`src/rtl/regfile_write_arbiter.sv`:
```
// Register-file write-port arbiter: pipeline writeback wins, long-latency results queue in a FIFO.
// Registered outputs give one cycle of latency; ll_ready drops only while the FIFO is full.

// Circular-buffer FIFO; the caller never pushes when full and never pops when empty.
module syncFifo #(
  parameter int unsigned WIDTH = 8,
  parameter int unsigned DEPTH = 2,
  parameter int unsigned CNT_W = 2
) (
  input  logic             clk,
  input  logic             rst_n,
  input  logic             push,
  input  logic [WIDTH-1:0] pushDat,
  input  logic             pop,
  output logic [WIDTH-1:0] popDat,
  output logic [CNT_W-1:0] count,
  output logic             full,
  output logic             empty
);

  localparam int unsigned PTR_W = $clog2(DEPTH);
  localparam logic [CNT_W-1:0] FULL_CNT = CNT_W'(DEPTH);

  logic [WIDTH-1:0] mem [DEPTH];
  logic [PTR_W-1:0] wrPtr;
  logic [PTR_W-1:0] rdPtr;

  assign popDat = mem[rdPtr];
  assign full   = (count == FULL_CNT);
  assign empty  = (count == '0);

  // Storage carries no reset: stale entries are unreachable once the pointers clear.
  always_ff @(posedge clk) begin
    if (push) begin
      mem[wrPtr] <= pushDat;
    end
  end

  always_ff @(posedge clk or negedge rst_n) begin
    if (!rst_n) begin
      wrPtr <= '0;
      rdPtr <= '0;
      count <= '0;
    end else begin
      if (push) begin
        wrPtr <= wrPtr + 1'b1;
      end
      if (pop) begin
        rdPtr <= rdPtr + 1'b1;
      end
      case ({push, pop})
        2'b10:   count <= count + 1'b1;
        2'b01:   count <= count - 1'b1;
        default: count <= count;
      endcase
    end
  end

endmodule

module regfile_write_arbiter #(
  parameter int unsigned DATA_SIZE    = 32,
  parameter int unsigned ADDRESS_SIZE = 5,
  parameter int unsigned DEPTH        = 2,
  parameter int unsigned CNT_W        = 2
) (
  input  logic                    clk,
  input  logic                    rst_n,
  input  logic                    wb_valid,
  input  logic                    wb_wen,
  input  logic [ADDRESS_SIZE-1:0] wb_rd,
  input  logic [DATA_SIZE-1:0]    wb_data,
  input  logic                    ll_valid,
  input  logic [ADDRESS_SIZE-1:0] ll_rd,
  input  logic [DATA_SIZE-1:0]    ll_data,
  output logic                    ll_ready,
  output logic                    RegWEn,
  output logic [ADDRESS_SIZE-1:0] AddrD,
  output logic [DATA_SIZE-1:0]    DataD,
  output logic [CNT_W-1:0]        fifo_count
);

  typedef struct packed {
    logic [ADDRESS_SIZE-1:0] rd;
    logic [DATA_SIZE-1:0]    data;
  } llEntry_t;

  localparam int unsigned ENTRY_W = $bits(llEntry_t);

  logic     pipeReq;
  logic     llFire;
  logic     llKeep;
  logic     fifoPush;
  logic     fifoPop;
  logic     fifoFull;
  logic     fifoEmpty;
  llEntry_t fifoIn;
  llEntry_t fifoHead;

  logic                    selWen;
  logic [ADDRESS_SIZE-1:0] selRd;
  logic [DATA_SIZE-1:0]    selData;

  assign pipeReq  = wb_valid && wb_wen && (wb_rd != '0);
  // ll_ready comes from the registered count alone, keeping it free of input-to-output paths.
  assign ll_ready = !fifoFull;
  assign llFire   = ll_valid && ll_ready;
  assign llKeep   = llFire && (ll_rd != '0);

  assign fifoIn.rd   = ll_rd;
  assign fifoIn.data = ll_data;

  syncFifo #(
    .WIDTH(ENTRY_W),
    .DEPTH(DEPTH),
    .CNT_W(CNT_W)
  ) u_llFifo (
    .clk    (clk),
    .rst_n  (rst_n),
    .push   (fifoPush),
    .pushDat(fifoIn),
    .pop    (fifoPop),
    .popDat (fifoHead),
    .count  (fifo_count),
    .full   (fifoFull),
    .empty  (fifoEmpty)
  );

  // Pipeline first, then buffered results in order, then a same-cycle bypass when idle.
  always_comb begin
    fifoPush = 1'b0;
    fifoPop  = 1'b0;
    selWen   = 1'b0;
    selRd    = wb_rd;
    selData  = wb_data;
    if (pipeReq) begin
      selWen   = 1'b1;
      fifoPush = llKeep;
    end else if (!fifoEmpty) begin
      selWen   = 1'b1;
      fifoPop  = 1'b1;
      selRd    = fifoHead.rd;
      selData  = fifoHead.data;
      fifoPush = llKeep;
    end else if (llKeep) begin
      selWen   = 1'b1;
      selRd    = ll_rd;
      selData  = ll_data;
    end
  end

  always_ff @(posedge clk or negedge rst_n) begin
    if (!rst_n) begin
      RegWEn <= 1'b0;
      AddrD  <= '0;
      DataD  <= '0;
    end else begin
      RegWEn <= selWen;
      if (selWen) begin
        AddrD <= selRd;
        DataD <= selData;
      end
    end
  end

endmodule

```
`config.mk`:
```
export PLATFORM = sky130hd
export DESIGN_NAME = regfile_write_arbiter
export DESIGN_NICKNAME = d
export VERILOG_FILES = /design/src/rtl/regfile_write_arbiter.sv
export SDC_FILE = /design/constraint.sdc
export NUM_CORES = 1
export LEC_CHECK = 0
export ABC_AREA = 0
export CAP_MARGIN = 20
export CORE_MARGIN = 2
export CORE_UTILIZATION = 46
export DETAILED_ROUTE_END_ITERATION = 16
export GPL_TIMING_DRIVEN = 0
export PLACE_DENSITY_LB_ADDON = 0.1
export RECOVER_POWER = 25
export SETUP_SLACK_MARGIN = 0.1
export SYNTH_ARGS = -nofsm -noshare
export SYNTH_HDL_FRONTEND = slang
export SYNTH_HIERARCHICAL = 1
export SYNTH_SLANG_ARGS = --single-unit
```
`constraint.sdc`:
```
create_clock -name clk -period 3.3 [get_ports clk]
set_clock_uncertainty 0.15 [all_clocks]
set_input_delay 0.33 -clock clk [delete_from_list [all_inputs] [get_ports clk]]
set_output_delay 0.33 -clock clk [all_outputs]
set_load 0.01 [all_outputs]
```
==> results of run 1 <==
-- where the power goes --
part           switching [W]  leakage [nW]  internal, W  total [W]
clock network       0.000579         0.251     0.000983    0.00156
logic                0.00109          1.44      0.00174    0.00283
registers           0.000209          1.17      0.00207    0.00228
total                0.00188          2.87      0.00479    0.00667
-- kinds of logic after synthesis --
logic type / after synthesis / share of synthesized area, %
buffers and inverters: 20 / 2.497
XOR/XNOR: 5 / 0.8094
adder cells (fa/ha/maj): 1 / 0.2312
multiplexers: 135 / 31.28
AO/OA/AOI/OAI: 16 / 2.682
AND/OR/NAND/NOR: 16 / 2.011
flip-flops: 116 / 60.49
-- per-stage QoR --
stage                     cells  power [W]  cell area [um^2]  setup WS [ns]
after floorplan             309   0.004104              5414         0.4428
after global placement      571   0.005067              6784        -0.8976
after global routing        608   0.007037              7387         0.2115
after detailed placement    574   0.005166              6868       -0.02494
after CTS                   607   0.006766              7385         0.4260
final                       608   0.006675              7387         0.4507
-- metal layers --
metal	global-route usage [%]	vias up	share of wire (%)
met5	0	-	0
li1	-	1478	-
met1	24.47	1584	45
met4	6.829	0	1.0
met3	5.346	13	4.5
met2	30.84	85	49
-- state kept, by name (all words and copies together) (netlist names) --
name            cells
AddrD               5
u_llFifo/count      2
u_llFifo/rdPtr      1
u_llFifo/mem       74
DataD              32
u_llFifo/wrPtr      1
RegWEn              1
-- how the worst min path moves through the flow --
stage               depth (start not counted)                  start                     to
floorplan                                   0                  rst_n   AddrD[0]$_DFFE_PN0P_
global placement                            1  DataD[20]$_DFFE_PN0P_  DataD[20]$_DFFE_PN0P_
detailed placement                          1                  rst_n   DataD[3]$_DFFE_PN0P_
CTS                                         2                  rst_n   DataD[0]$_DFFE_PN0P_
global route                                2                  rst_n   DataD[3]$_DFFE_PN0P_
finish                                      2                  rst_n   DataD[0]$_DFFE_PN0P_
-- critical path, stage by stage --
cell and delay, ns:
clkdlybuf4s50_1 0.45, and2_1 0.11, clkbuf_1 0.32, o21ai_4 0.19
buf_2 0.22, a21oi_1 0.26, inv_1 0.13, nor2_4 0.55
buf_16 0.24
-- layout by cell type, fill, tap and decap left out, types with 3 or more instances in the layout --
master / count
o211ai_1: 3
dfrtp_1: 42
clkinv_2: 4
buf_4: 3
inv_1: 3
clkbuf_1: 11
clkbuf_16: 17
a2bb2oi_1: 3
buf_16: 3
edfxtp_1: 74
mux2_4: 46
clkdlybuf4s50_1: 84
buf_6: 6
xor2_1: 3
a32oi_1: 4
dlygate4sd3_1: 35
clkinv_1: 3
mux2_2: 89
buf_2: 4
-- layout make-up --
type | instances | area share, %
Antenna cell | 1 | 0.03388
Buffer | 17 | 1.677
Clock buffer | 25 | 6.436
Clock inverter | 7 | 0.4234
Inverter | 3 | 0.1524
Multi-Input combinational cell | 173 | 27.24
Sequential cell | 116 | 44.31
Tap cell | 143 | 2.422
Timing Repair Buffer | 123 | 17.31
==> results_dict.tcl, run 1 <==
set metrics [dict create \
    status "finished clean" \
    end_kind "flop" \
    firstDrtPassIters 4 \
    synth_common_cells "89 x mux2_2, 74 x edfxtp_1, 46 x mux2_4" \
    avgViaCountPerCell 5.197 \
    cts_buffers 17 \
    syn-num-nets 389 \
    rr_worst_depth 6 \
    setup_viol_count_final 0 \
    die_area_um2 12650 \
    dr.first_iter.drc_count 87 \
    maxSlewViolCount 0 \
    postLayoutCoreUtil_pct 64.42 \
    ys_types 30 \
    io_pins 120 \
    wirelength_um 11290 \
    synthFlopType "edfxtp_1" \
    reg2reg_slack_ns 0.62 \
    crit_start "wb_wen" \
    ys_ff_latch 116 \
    synth_top_area_cell "edfxtp_1" \
    crit_type "input port to flop" \
    worstPathRequired_ns 3.25 \
    synth_area_um2 5411 \
    place_congestion 0.7579 \
    ctsResizeCount 0 \
    wl_per_cell_um 18.56 \
    track_usage_pct 18.97 \
    yosysMostFrequentCell "mux2_2" \
    tightest_slew_ns 0.6887 \
    crit_fanout 20 \
    grt_overflow 0 \
    crit_end "u_llFifo/mem[0][5]$_DFFE_PP_" \
    fin_crit_sh_pct 86.34 \
    setup_tns_ns 0 \
    yosysSeqAreaShare_pct 60.49 \
    cts_tree "yes" \
    fmax_mhz 351.0 \
    start_util_pct 47.19 \
    cts_root_buffer "clkbuf_16" \
    start_kind "input port" \
    grt_first_pass_wirelength_um 17990 \
    synthArstFlopShare_pct 36.21 \
    io_buffers 119 \
    hold_slack_ns 0.3222 \
    hold_viol_final 0 \
    die_w_um 112.5 \
    synth_edf_count 74 \
    fillers 884 \
    layout-drive-gt1-share_pct 38.79 \
    fp.dieH_um 112.5 \
    r2r-start "u_llFifo/count[0]$_DFFE_PN0P_" \
    cap_viol_max_count 0 \
    nets 531 \
    clkLatencyLatePin_ns 0.40 \
    cts.sinks 116 \
    irDropWorstVdd_v 0.0004506 \
    cts.path.max_buffers 2 \
    r2r_end "DataD[11]$_DFFE_PN0P_" \
    cts.htree.levels 4 \
    yosys_warnings 6 \
    synth.avg_cell_area_um2 17.51 \
    timing.final.crit_period_ns 2.849 \
    hpwl_um 7617 \
    rsz0062_at_grt "false" \
    p_per_area_nw_per_um2 903.5 \
    power.leakage_nw 2.866 \
    fp-row-count 39 \
    syn2layout_area_growth_pct 36.51 \
    regArea_um2 3273 \
    drcViolationCount 0 \
    multi_input_area_um2 2012 \
    grt_pass1_vias 3395 \
    core_area_um2 11470 \
    holdCritPathClass "input port to async pin" \
    dr_total_vias 3160 \
    critPathArrivalTime_ns 2.80 \
    post_cts_buffers 0 \
    synth_cells 309 \
    cts-hold-fix-buffers 1 \
    slew_headroom_pct 53.98 \
    path_clk_slew_ns 0.05 \
    grt_max_degree 23 \
    synth_area_leaders "edfxtp_1 41%, dfrtp_1 19%, mux2_2 19%" \
    antenna_found_initial 1 \
    ant_nets 0 \
    yosysTopAreaCellShare_pct 41.06 \
]
Power figures use the tool's default switching activity.
==> run 2: changes to the inputs <==
CORE_ASPECT_RATIO = 0.7   (was default)
CORE_UTILIZATION = 47   (was 46)
CTS_BUF_LIST = sky130_fd_sc_hd__clkbuf_2   (was default)
REMOVE_ABC_BUFFERS = 1   (was default)
==> results_dict.tcl, run 2 (same netlist as run 1, synthesis figures left out) <==
set metrics [dict create \
    status "finished clean" \
    fillers 838 \
    timing.final.crit_period_ns 2.973 \
    grt_overflow 0 \
    tightest_slew_ns 0.8339 \
    dr_total_vias 3095 \
    fin_crit_sh_pct 90.10 \
    setup_tns_ns 0 \
    wirelength_um 10910 \
    ctsResizeCount 0 \
    reg2reg_slack_ns 0.57 \
    start_kind "input port" \
    avgViaCountPerCell 5.107 \
    fin_cells 606 \
    syn2layout_area_growth_pct 31.24 \
    critPathArrivalTime_ns 3.33 \
    io_buffers 119 \
    setup_viol_count_final 0 \
    ant_nets 0 \
    grt_pass1_vias 3345 \
    drcViolationCount 0 \
    irDropWorstVdd_v 0.0005053 \
    core_area_um2 11130 \
    reg_top3 "u_llFifo/mem x74, DataD x32, AddrD x5" \
    p_per_area_nw_per_um2 854.3 \
    end_kind "flop" \
    clkLatencyLatePin_ns 0.63 \
    crit_type "input port to flop" \
    die_w_um 132.3 \
    cts_root_buffer "clkbuf_2" \
    hold_slack_ns 0.2078 \
    dr.first_iter.drc_count 134 \
    cts_tree "yes" \
    finalInstanceArea_um2 7102 \
    final_common_cell "mux2_2" \
    layout-drive-gt1-share_pct 39.60 \
    crit_fanout 37 \
    cap_viol_max_count 0 \
    start_util_pct 48.62 \
    maxSlewViolCount 0 \
    holdCritPathClass "input port to flop" \
    grt_first_pass_wirelength_um 17570 \
    firstDrtPassIters 4 \
    track_usage_pct 18.81 \
    largest_register_ffs 74 \
    io_pins 120 \
    dp.cells 570 \
    path_clk_slew_ns 0.17 \
    cts.path.max_buffers 2 \
    slew_headroom_pct 44.23 \
    layout_common_cells "89 x mux2_2, 84 x clkdlybuf4s50_1, 74 x edfxtp_1" \
    rsz0062_at_grt "false" \
    fp-row-count 32 \
    regMostFlops "u_llFifo/mem" \
    fmax_mhz 336.3 \
    worstPathRequired_ns 3.66 \
    place_congestion 0.7547 \
    place_area_um2 6810 \
    power.leakage_nw 2.738 \
    hold_viol_final 0 \
    wl_per_cell_um 18.00 \
    cts.htree.levels 4 \
    grt_max_degree 38 \
    postLayoutCoreUtil_pct 63.80 \
    antenna_found_initial 1 \
    die_area_um2 12400 \
    nets 519 \
    cts.sinks 116 \
    fp.dieH_um 93.78 \
    cts_buffers 17 \
    hpwl_um 7108 \
]
run 2: path summary, 6_finish.rpt:
check	start	to	cells past startpoint
max	wb_rd[0]	DataD[29]$_DFFE_PN0P_	6
min	ll_data[26]	u_llFifo/mem[1][26]$_DFFE_PP_	1
max in group asynchronous	rst_n	DataD[4]$_DFFE_PN0P_	4
max reg2reg	u_llFifo/count[1]$_DFFE_PN0P_	u_llFifo/mem[0][11]$_DFFE_PP_	7
min in group asynchronous	rst_n	DataD[2]$_DFFE_PN0P_	4
min reg2reg	DataD[21]$_DFFE_PN0P_	DataD[21]$_DFFE_PN0P_	1
run 2: where the power goes:
part / leakage, nW / switching, W / internal, W
combinational: 1.41 / 0.00101 / 0.00172
clock: 0.160 / 0.000514 / 0.000490
sequential: 1.17 / 0.000273 / 0.00206
run 2: layer usage:
metal	wire, um	vias up	global-route usage, %
met5	0	-	0
met4	79	0	5.735
met3	608	8	6.257
met2	5038	83	28.86
met1	5183	1560	25.59
li1	-	1444	-
run 2: critical path, stage by stage:
cell and delay (ns):
clkdlybuf4s50_1 0.45, or4_4 0.58, o21ai_4 0.55, buf_12 0.28, nand3_4 0.60, mux2_4 0.53
run 2: metrics by stage:
step / total power (W) / setup slack, ns
floorplan: 0.004056 / -0.8050
global placement: 0.005027 / -2.817
detailed placement: 0.005130 / -0.3596
CTS: 0.006153 / 0.3491
global route: 0.006421 / 0.2962
finish: 0.006067 / 0.3266
run 2: layout make-up:
class                   count  area (um^2)  share of cell area, %
flip-flops and latches    116         3274                  46.11
multi-input cells         173         2019                  28.44
repair buffers            128         1344                  18.92
well taps                 153        191.4                  2.696
clock inverters            13        163.9                  2.308
clock buffers              19        95.09                  1.339
inverters                   3        11.26                 0.1586
diodes                      1        2.502                0.03524
run 2: repair_timing:
item                       4_1_cts  5_1_grt
setup endpoints to repair        0        0
hold endpoints to repair        42        0
buffers inserted                 0        0
hold buffers                     3        0
